<file path="src/rtl/conv_frame_controller.sv">
// conv_frame_controller
//   AXI4-Lite control slave and frame sequencer for the 3x3 convolution
//   datapath. Holds the CTRL/STATUS/FILTER registers, drives the kernel
//   weights and the datapath enable, tracks input pixel/line position and
//   reports IDLE/BUSY/DONE to software.
//
//   Register map (word address):
//     0 CTRL   [0] start; reads back the last written value
//     1 STATUS [1:0] 0=IDLE 1=BUSY 2=DONE, [8] sticky line_err
//     2 FILTER [26:0] kernel {W9..W1}; writes while BUSY get SLVERR
//     3 FRAMES completed-frame count (only with FRAME_COUNTER_EN), else 0
//
//   Optional feature macro: FRAME_COUNTER_EN
//
//   Ports:
//     clk, rst_n              clock, asynchronous active-low reset
//     s_axi_control_*         AXI4-Lite slave (AW/W/B/AR/R channels)
//     in_fire, in_tuser       accepted input pixel and its EOL flag
//     out_fire, out_tlast     accepted output pixel and its end-of-frame flag
//     dp_en                   datapath enable (high only in BUSY)
//     dp_clear                one-cycle line-buffer flush pulse
//     kernel                  27-bit kernel weights, W1 in [2:0]
module conv_frame_controller #(
    parameter int AXI_CONTROL_DATA_WIDTH = 32,
    parameter int AXI_CONTROL_ADDR_WIDTH = 2,
    parameter int IMAGE_WIDTH_SIZE       = 512,
    parameter int IMAGE_WIDTH_LOG2_SIZE  = 9
) (
    input  logic                              clk,
    input  logic                              rst_n,
    input  logic [AXI_CONTROL_ADDR_WIDTH-1:0] s_axi_control_awaddr,
    input  logic                              s_axi_control_awvalid,
    output logic                              s_axi_control_awready,
    input  logic [AXI_CONTROL_DATA_WIDTH-1:0] s_axi_control_wdata,
    input  logic                              s_axi_control_wvalid,
    output logic                              s_axi_control_wready,
    output logic [1:0]                        s_axi_control_bresp,
    output logic                              s_axi_control_bvalid,
    input  logic                              s_axi_control_bready,
    input  logic [AXI_CONTROL_ADDR_WIDTH-1:0] s_axi_control_araddr,
    input  logic                              s_axi_control_arvalid,
    output logic                              s_axi_control_arready,
    output logic [AXI_CONTROL_DATA_WIDTH-1:0] s_axi_control_rdata,
    output logic [1:0]                        s_axi_control_rresp,
    output logic                              s_axi_control_rvalid,
    input  logic                              s_axi_control_rready,
    input  logic                              in_fire,
    input  logic                              in_tuser,
    input  logic                              out_fire,
    input  logic                              out_tlast,
    output logic                              dp_en,
    output logic                              dp_clear,
    output logic [26:0]                       kernel
);

    localparam int DW = AXI_CONTROL_DATA_WIDTH;
    localparam int AW = AXI_CONTROL_ADDR_WIDTH;
    localparam int CW = IMAGE_WIDTH_LOG2_SIZE;

    localparam logic [AW-1:0] ADDR_CTRL   = AW'(0);
    localparam logic [AW-1:0] ADDR_STATUS = AW'(1);
    localparam logic [AW-1:0] ADDR_FILTER = AW'(2);
    localparam logic [AW-1:0] ADDR_FRAMES = AW'(3);
    localparam logic [CW-1:0] LAST_POS    = CW'(IMAGE_WIDTH_SIZE - 1);
    localparam logic [1:0]    RESP_OKAY   = 2'b00;
    localparam logic [1:0]    RESP_SLVERR = 2'b10;

    typedef enum logic [1:0] {
        ST_IDLE = 2'd0,
        ST_BUSY = 2'd1,
        ST_DONE = 2'd2
    } state_e;

    state_e          state_q, state_d;
    logic            clear_d;
    logic            dp_clear_q;
    // Keeps every ready low while in reset and for the first cycle after it.
    logic            ready_en_q;
    logic            aw_lat_q, w_lat_q, bvalid_q, rvalid_q;
    logic [AW-1:0]   awaddr_q;
    logic [DW-1:0]   wdata_q, ctrl_q, rdata_q, rd_mux, status, frames_rd;
    logic [1:0]      bresp_q;
    logic [26:0]     filter_q;
    logic [CW-1:0]   col_q, row_q;
    logic            line_err_q;

    logic aw_hs, w_hs, ar_hs, wr_commit, ctrl_wr, filter_wr, frame_end;
    logic enter_busy, frame_done, last_col;

    assign s_axi_control_awready = ready_en_q && !aw_lat_q && !bvalid_q;
    assign s_axi_control_wready  = ready_en_q && !w_lat_q  && !bvalid_q;
    assign s_axi_control_arready = ready_en_q && !rvalid_q;
    assign s_axi_control_bvalid  = bvalid_q;
    assign s_axi_control_bresp   = bresp_q;
    assign s_axi_control_rvalid  = rvalid_q;
    assign s_axi_control_rdata   = rdata_q;
    assign s_axi_control_rresp   = RESP_OKAY;
    assign dp_en    = (state_q == ST_BUSY);
    assign dp_clear = dp_clear_q;
    assign kernel   = filter_q;

    assign aw_hs     = s_axi_control_awvalid && s_axi_control_awready;
    assign w_hs      = s_axi_control_wvalid  && s_axi_control_wready;
    assign ar_hs     = s_axi_control_arvalid && s_axi_control_arready;
    // Commit happens exactly once: bvalid rises on the same edge and blocks it.
    assign wr_commit = aw_lat_q && w_lat_q && !bvalid_q;
    assign ctrl_wr   = wr_commit && (awaddr_q == ADDR_CTRL);
    assign filter_wr = wr_commit && (awaddr_q == ADDR_FILTER);
    assign frame_end = out_fire && out_tlast;
    assign last_col  = (col_q == LAST_POS);

    assign enter_busy = (state_q != ST_BUSY) && (state_d == ST_BUSY);
    assign frame_done = (state_q == ST_BUSY) && (state_d == ST_DONE);
    assign status     = DW'({line_err_q, 6'b000000, state_q});

    // A CTRL write takes priority over a simultaneous end-of-frame.
    always_comb begin
        state_d = state_q;
        clear_d = 1'b0;
        case (state_q)
            ST_IDLE: begin
                if (ctrl_wr && wdata_q[0]) begin
                    state_d = ST_BUSY;
                    clear_d = 1'b1;
                end
            end
            ST_BUSY: begin
                if (ctrl_wr) begin
                    if (!wdata_q[0]) begin
                        state_d = ST_IDLE;
                        clear_d = 1'b1;
                    end
                end else if (frame_end) begin
                    state_d = ST_DONE;
                end
            end
            ST_DONE: begin
                if (ctrl_wr) begin
                    state_d = wdata_q[0] ? ST_BUSY : ST_IDLE;
                    clear_d = wdata_q[0];
                end
            end
            default: state_d = ST_IDLE;
        endcase
    end

    always_comb begin
        rd_mux = '0;
        case (s_axi_control_araddr)
            ADDR_CTRL:   rd_mux = ctrl_q;
            ADDR_STATUS: rd_mux = status;
            ADDR_FILTER: rd_mux = DW'(filter_q);
            ADDR_FRAMES: rd_mux = frames_rd;
            default:     rd_mux = '0;
        endcase
    end

    always_ff @(posedge clk or negedge rst_n) begin
        if (!rst_n) begin
            state_q    <= ST_IDLE;
            dp_clear_q <= 1'b0;
            ready_en_q <= 1'b0;
            aw_lat_q   <= 1'b0;
            w_lat_q    <= 1'b0;
            awaddr_q   <= '0;
            wdata_q    <= '0;
            bvalid_q   <= 1'b0;
            bresp_q    <= RESP_OKAY;
            rvalid_q   <= 1'b0;
            rdata_q    <= '0;
            ctrl_q     <= '0;
            filter_q   <= '0;
        end else begin
            state_q    <= state_d;
            dp_clear_q <= clear_d;
            ready_en_q <= 1'b1;
            if (aw_hs) begin
                aw_lat_q <= 1'b1;
                awaddr_q <= s_axi_control_awaddr;
            end
            if (w_hs) begin
                w_lat_q <= 1'b1;
                wdata_q <= s_axi_control_wdata;
            end
            if (wr_commit) begin
                bvalid_q <= 1'b1;
                bresp_q  <= (filter_wr && state_q == ST_BUSY) ? RESP_SLVERR : RESP_OKAY;
            end else if (bvalid_q && s_axi_control_bready) begin
                bvalid_q <= 1'b0;
                bresp_q  <= RESP_OKAY;
                aw_lat_q <= 1'b0;
                w_lat_q  <= 1'b0;
            end
            if (ctrl_wr) begin
                ctrl_q <= wdata_q;
            end
            if (filter_wr && state_q != ST_BUSY) begin
                filter_q <= wdata_q[26:0];
            end
            // STATUS and all other registers are captured at the AR handshake.
            if (ar_hs) begin
                rvalid_q <= 1'b1;
                rdata_q  <= rd_mux;
            end else if (rvalid_q && s_axi_control_rready) begin
                rvalid_q <= 1'b0;
            end
        end
    end

    // Pixel position tracking and EOL consistency check.
    always_ff @(posedge clk or negedge rst_n) begin
        if (!rst_n) begin
            col_q      <= '0;
            row_q      <= '0;
            line_err_q <= 1'b0;
        end else if (enter_busy) begin
            col_q      <= '0;
            row_q      <= '0;
            line_err_q <= 1'b0;
        end else if (state_q == ST_BUSY && in_fire) begin
            if (in_tuser != last_col) begin
                line_err_q <= 1'b1;
            end
            if (last_col) begin
                col_q <= '0;
                row_q <= (row_q == LAST_POS) ? '0 : row_q + 1'b1;
            end else begin
                col_q <= col_q + 1'b1;
            end
        end
    end

`ifdef FRAME_COUNTER_EN
    logic [31:0] frames_q;

    always_ff @(posedge clk or negedge rst_n) begin
        if (!rst_n) begin
            frames_q <= '0;
        end else if (frame_done) begin
            frames_q <= frames_q + 32'd1;
        end
    end

    assign frames_rd = DW'(frames_q);
`else
    assign frames_rd = '0;
`endif

endmodule

</file>
<file path="config.mk">
export PLATFORM = sky130hd
export DESIGN_NAME = conv_frame_controller
export DESIGN_NICKNAME = d
export VERILOG_FILES = /design/src/rtl/conv_frame_controller.sv
export SDC_FILE = /design/constraint.sdc
export NUM_CORES = 1
export LEC_CHECK = 0
export ABC_AREA = 1
export BUFFER_PORTS_ARGS = -buffer_cell sky130_fd_sc_hd__clkbuf_2
export CAP_MARGIN = 15
export CORE_ASPECT_RATIO = 1.25
export CORE_MARGIN = 8
export CORE_UTILIZATION = 50
export DETAILED_ROUTE_END_ITERATION = 6
export GPL_ROUTABILITY_DRIVEN = 0
export GPL_TIMING_DRIVEN = 0
export HOLD_SLACK_MARGIN = 0.1
export PLACE_DENSITY = 0.78
export SYNTH_ARGS = -nofsm -noshare
export SYNTH_HDL_FRONTEND = slang
export SYNTH_SLANG_ARGS = --single-unit
</file>
<file path="constraint.sdc">
create_clock -name clk -period 1.55 [get_ports clk]
set_input_delay 0.155 -clock clk [delete_from_list [all_inputs] [get_ports clk]]
set_output_delay 0.155 -clock clk [all_outputs]
set_load 0.05 [all_outputs]
</file>
==> impl_metrics.json <==
{
  "vias": 5593,
  "dp_hpwl_mm": 11.2,
  "maxCapViolCount": 0,
  "start_util_pct": 50.7,
  "timing.hold.ws_ns": 0.229,
  "insertion_delay_ns": 0.42,
  "start_kind": "flop",
  "rsz0062_at_grt": "yes",
  "p_sw_share_pct": 41.2,
  "fin_tns_setup_ns": -2.03,
  "worst-setup-path-type": "flop to flop",
  "final_common_cell": "dfrtp_1",
  "slew_violations": 0,
  "status": "finished with violations",
  "intPower_mw": 10.1,
  "finalCriticalPeriod_ns": 1.81,
  "crit_path_cell_trace": "ha_4 > nand2_4 > nor2_4 > inv_2 > nor2_4 > nand3_4 > nor2_4 > ha_4 > xor2_2 > inv_1 > o211ai_1 > nand2_1",
  "final_cell_mix": "dfrtp_1 (140), clkbuf_2 (112), nand2_1 (109), inv_1 (78), o21ai_1 (50)",
  "syn-instance-count": 652,
  "core_um2": 12000,
  "numClockSinks": 144,
  "cp.required_ns": 1.85,
  "pwr-share-comb_pct": 38.4,
  "wire_per_inst_um": 17.9,
  "drive_gt1_share_pct": 33.7,
  "ys_types": 34,
  "drc": 0,
  "vdd_drop_max_uv": 1220,
  "timing.slew.headroom_pct": 61.8,
  "slowest_stage": "dfrtp_1",
  "dr.pass1.iters": 5,
  "cts_max_level": 4,
  "ant_nets": 0,
  "hp-class": "input pin to flop",
  "portBuffers": 113,
  "grt_pass1_vias": 5624,
  "yosysSeqAreaShare_pct": 59.3,
  "clkTransAtPathRegs_ns": 0.06,
  "powerDensity_nw_per_um2": 1970,
  "dieHeight_um": 139,
  "startpoint": "col_q[1]",
  "grt_pass1_wl_mm": 27.2,
  "r2r_start": "col_q[1]",
  "cp.arrival_ns": 2.11,
  "die_area_um2": 16000,
  "grt.total_usage_pct": 21.8,
  "worst_slew_pin_slew_ns": 0.573,
  "fin_nets": 907,
  "wl_mm": 18.5,
  "cts-root-buf": "clkbuf_16",
  "via_per_inst": 5.43,
  "antenna_cells": 0,
  "synth-seq-cells": 144,
  "setup_ws_ns": -0.264,
  "violations": "setup timing",
  "grt_overflow": 0,
  "first_iter_violations": 344,
  "finClkSkew_ns": 0.00805,
  "power.switching_mw": 7.06,
  "tritoncts": "built",
  "cts_buffer_depth": 2,
  "worst_setup_path_end_kind": "flop",
  "fmax_ghz": 0.551,
  "crit_path_frequent_cell": "nor2_4",
  "grt_max_degree": 94,
  "hold_viol": 0,
  "crit_path_max_fanout": 2,
  "rows": 45,
  "p_leak_nw": 4.25,
  "seqPwrFrac_pct": 35.7,
  "synth_area_um2": 6070,
  "areaGrowthSynthToFinish_pct": 43.1,
  "critical-path-max-stage-delay_ns": 0.40,
  "pwr-share-clk_pct": 25.9,
  "min_from": "out_tlast",
  "ys_warn_count": 0,
  "antenna_found_initial": 0,
  "die_w_um": 115,
  "avgSynthCellArea_um2": 9.32,
  "finalSetupViolCount": 12,
  "period_share_pct": 117,
  "cts_buffers": 17,
  "io_pins": 117
}
==> cells in the mapped netlist <==
cell type,number,area (um2)
dfrtp_1,144,3600
nand2_1,138,518
o21ai_0,93,465
inv_1,85,319
nand3_1,41,205
a21oi_1,27,135
a22oi_1,24,180
clkbuf_1,15,56.3
buf_2,10,50.1
o21ai_1,10,50.1
nor2_1,9,33.8
o21ai_2,8,70.1
buf_1,6,22.5
buf_4,6,45.0
ha_1,6,75.1
a32oi_1,3,26.3
nand2_2,3,18.8
conb_1,2,7.51
nand3_2,2,20.0
nand4_1,2,12.5
nor2_4,2,22.5
nor3_1,2,10.0
or2_2,2,12.5
xor2_1,2,17.5
a211oi_1,1,7.51
a21oi_2,1,8.76
a21oi_4,1,16.3
a31oi_1,1,6.26
and2_1,1,6.26
clkinv_1,1,3.75
nand2_4,1,11.3
nand2_8,1,20.0
nor3_2,1,10.0
o211ai_1,1,7.51
==> critical path, delay by kind of cell, from the launching register on <==
kind | cells | cell delay (ns)
AOI/OAI and AO/OA | 1 | 0.19
buffers and inverters | 2 | 0.12
adders and majority gates | 2 | 0.32
and+or+nand+nor | 6 | 0.54
xor gates and xnor gates | 1 | 0.15
DFF | 1 | 0.40
==> worst paths after layout <==
path | endpoint | slack [ns] | depth (start not counted)
max | line_err_q | -0.26 | 12
max reg2reg | line_err_q | -0.26 | 12
min | state_q[0] | 0.23 | 6
max in group asynchronous | s_axi_control_rdata[30] | 0.48 | 3
min in group asynchronous | s_axi_control_rvalid | 0.26 | 2
min reg2reg | ctrl_q[27] | 0.48 | 2
==> per-stage QoR <==
step	instances	cell area (um2)	power [mW]	utilization [%]	setup WS, ns
2_1_floorplan	654	6170	10.1	-	-0.114
3_3_place_gp	931	6940	11.4	57.9	-2.44
3_5_place_dp	932	6980	11.6	58.2	-0.398
4_1_cts	1019	8270	16.4	69.0	-0.263
5_1_grt	1030	8690	17.9	72.5	-0.377
6_report	1030	8690	17.1	72.5	-0.264
==> per-layer routing <==
metal	up-vias	global-route usage (%)	wire (um)
li1	2533	-	-
met1	2751	24.4	6780
met2	244	37.1	9630
met3	65	4.94	1270
met4	0	12.4	772
met5	-	0	0
==> cell type report <==
cell class	instances	area (um2)
Timing Repair Buffer	181	1310
Buffer	36	284
Sequential cell	144	3610
Inverter	86	325
Tap cell	164	205
Clock buffer	20	457
Fill cell	808	3300
Clock inverter	11	186
Multi-Input combinational cell	388	2310
==> kinds of logic after synthesis <==
group	share of synthesized area, %
buf+inv	8.18
xor+xnor	0.288
fa+ha+maj	1.24
simple gates	14.8
other cells	0.124
flops	59.3
compound gates	16.0
==> sequential cells by signal, indices dropped and copies added (netlist names) <==
name / cells
ctrl_q: 32
s_axi_control_rdata: 32
wdata_q: 32
kernel: 27
col_q: 9
awaddr_q: 2
state_q: 2
aw_lat_q: 1
dp_clear: 1
line_err_q: 1
ready_en_q: 1
s_axi_control_bresp: 1
s_axi_control_bvalid: 1
s_axi_control_rvalid: 1
w_lat_q: 1
==> timing repair <==
action / 4_1_cts / 5_1_grt
resized for setup: 44 / 119
gates cloned: 0 / 5
endpoints found under the setup margin: 87 / 88
hold buffers: 41 / 0
endpoints found under the hold margin: 93 / 0
setup buffers: 17 / 8
pin swaps: 10 / 12
==> power groups by stage <==
| stage | logic, mW | registers [mW] | clock network, mW |
|---|---|---|---|
| global placement | 5.40 | 5.97 | 0 |
| CTS | 5.97 | 5.98 | 4.44 |
| global route | 7.07 | 6.24 | 4.59 |
| floorplan | 2.40 | 7.66 | 0 |
| detailed placement | 5.58 | 6.03 | 0 |
| finish | 6.58 | 6.11 | 4.43 |
Power figures use the tool's default switching activity.
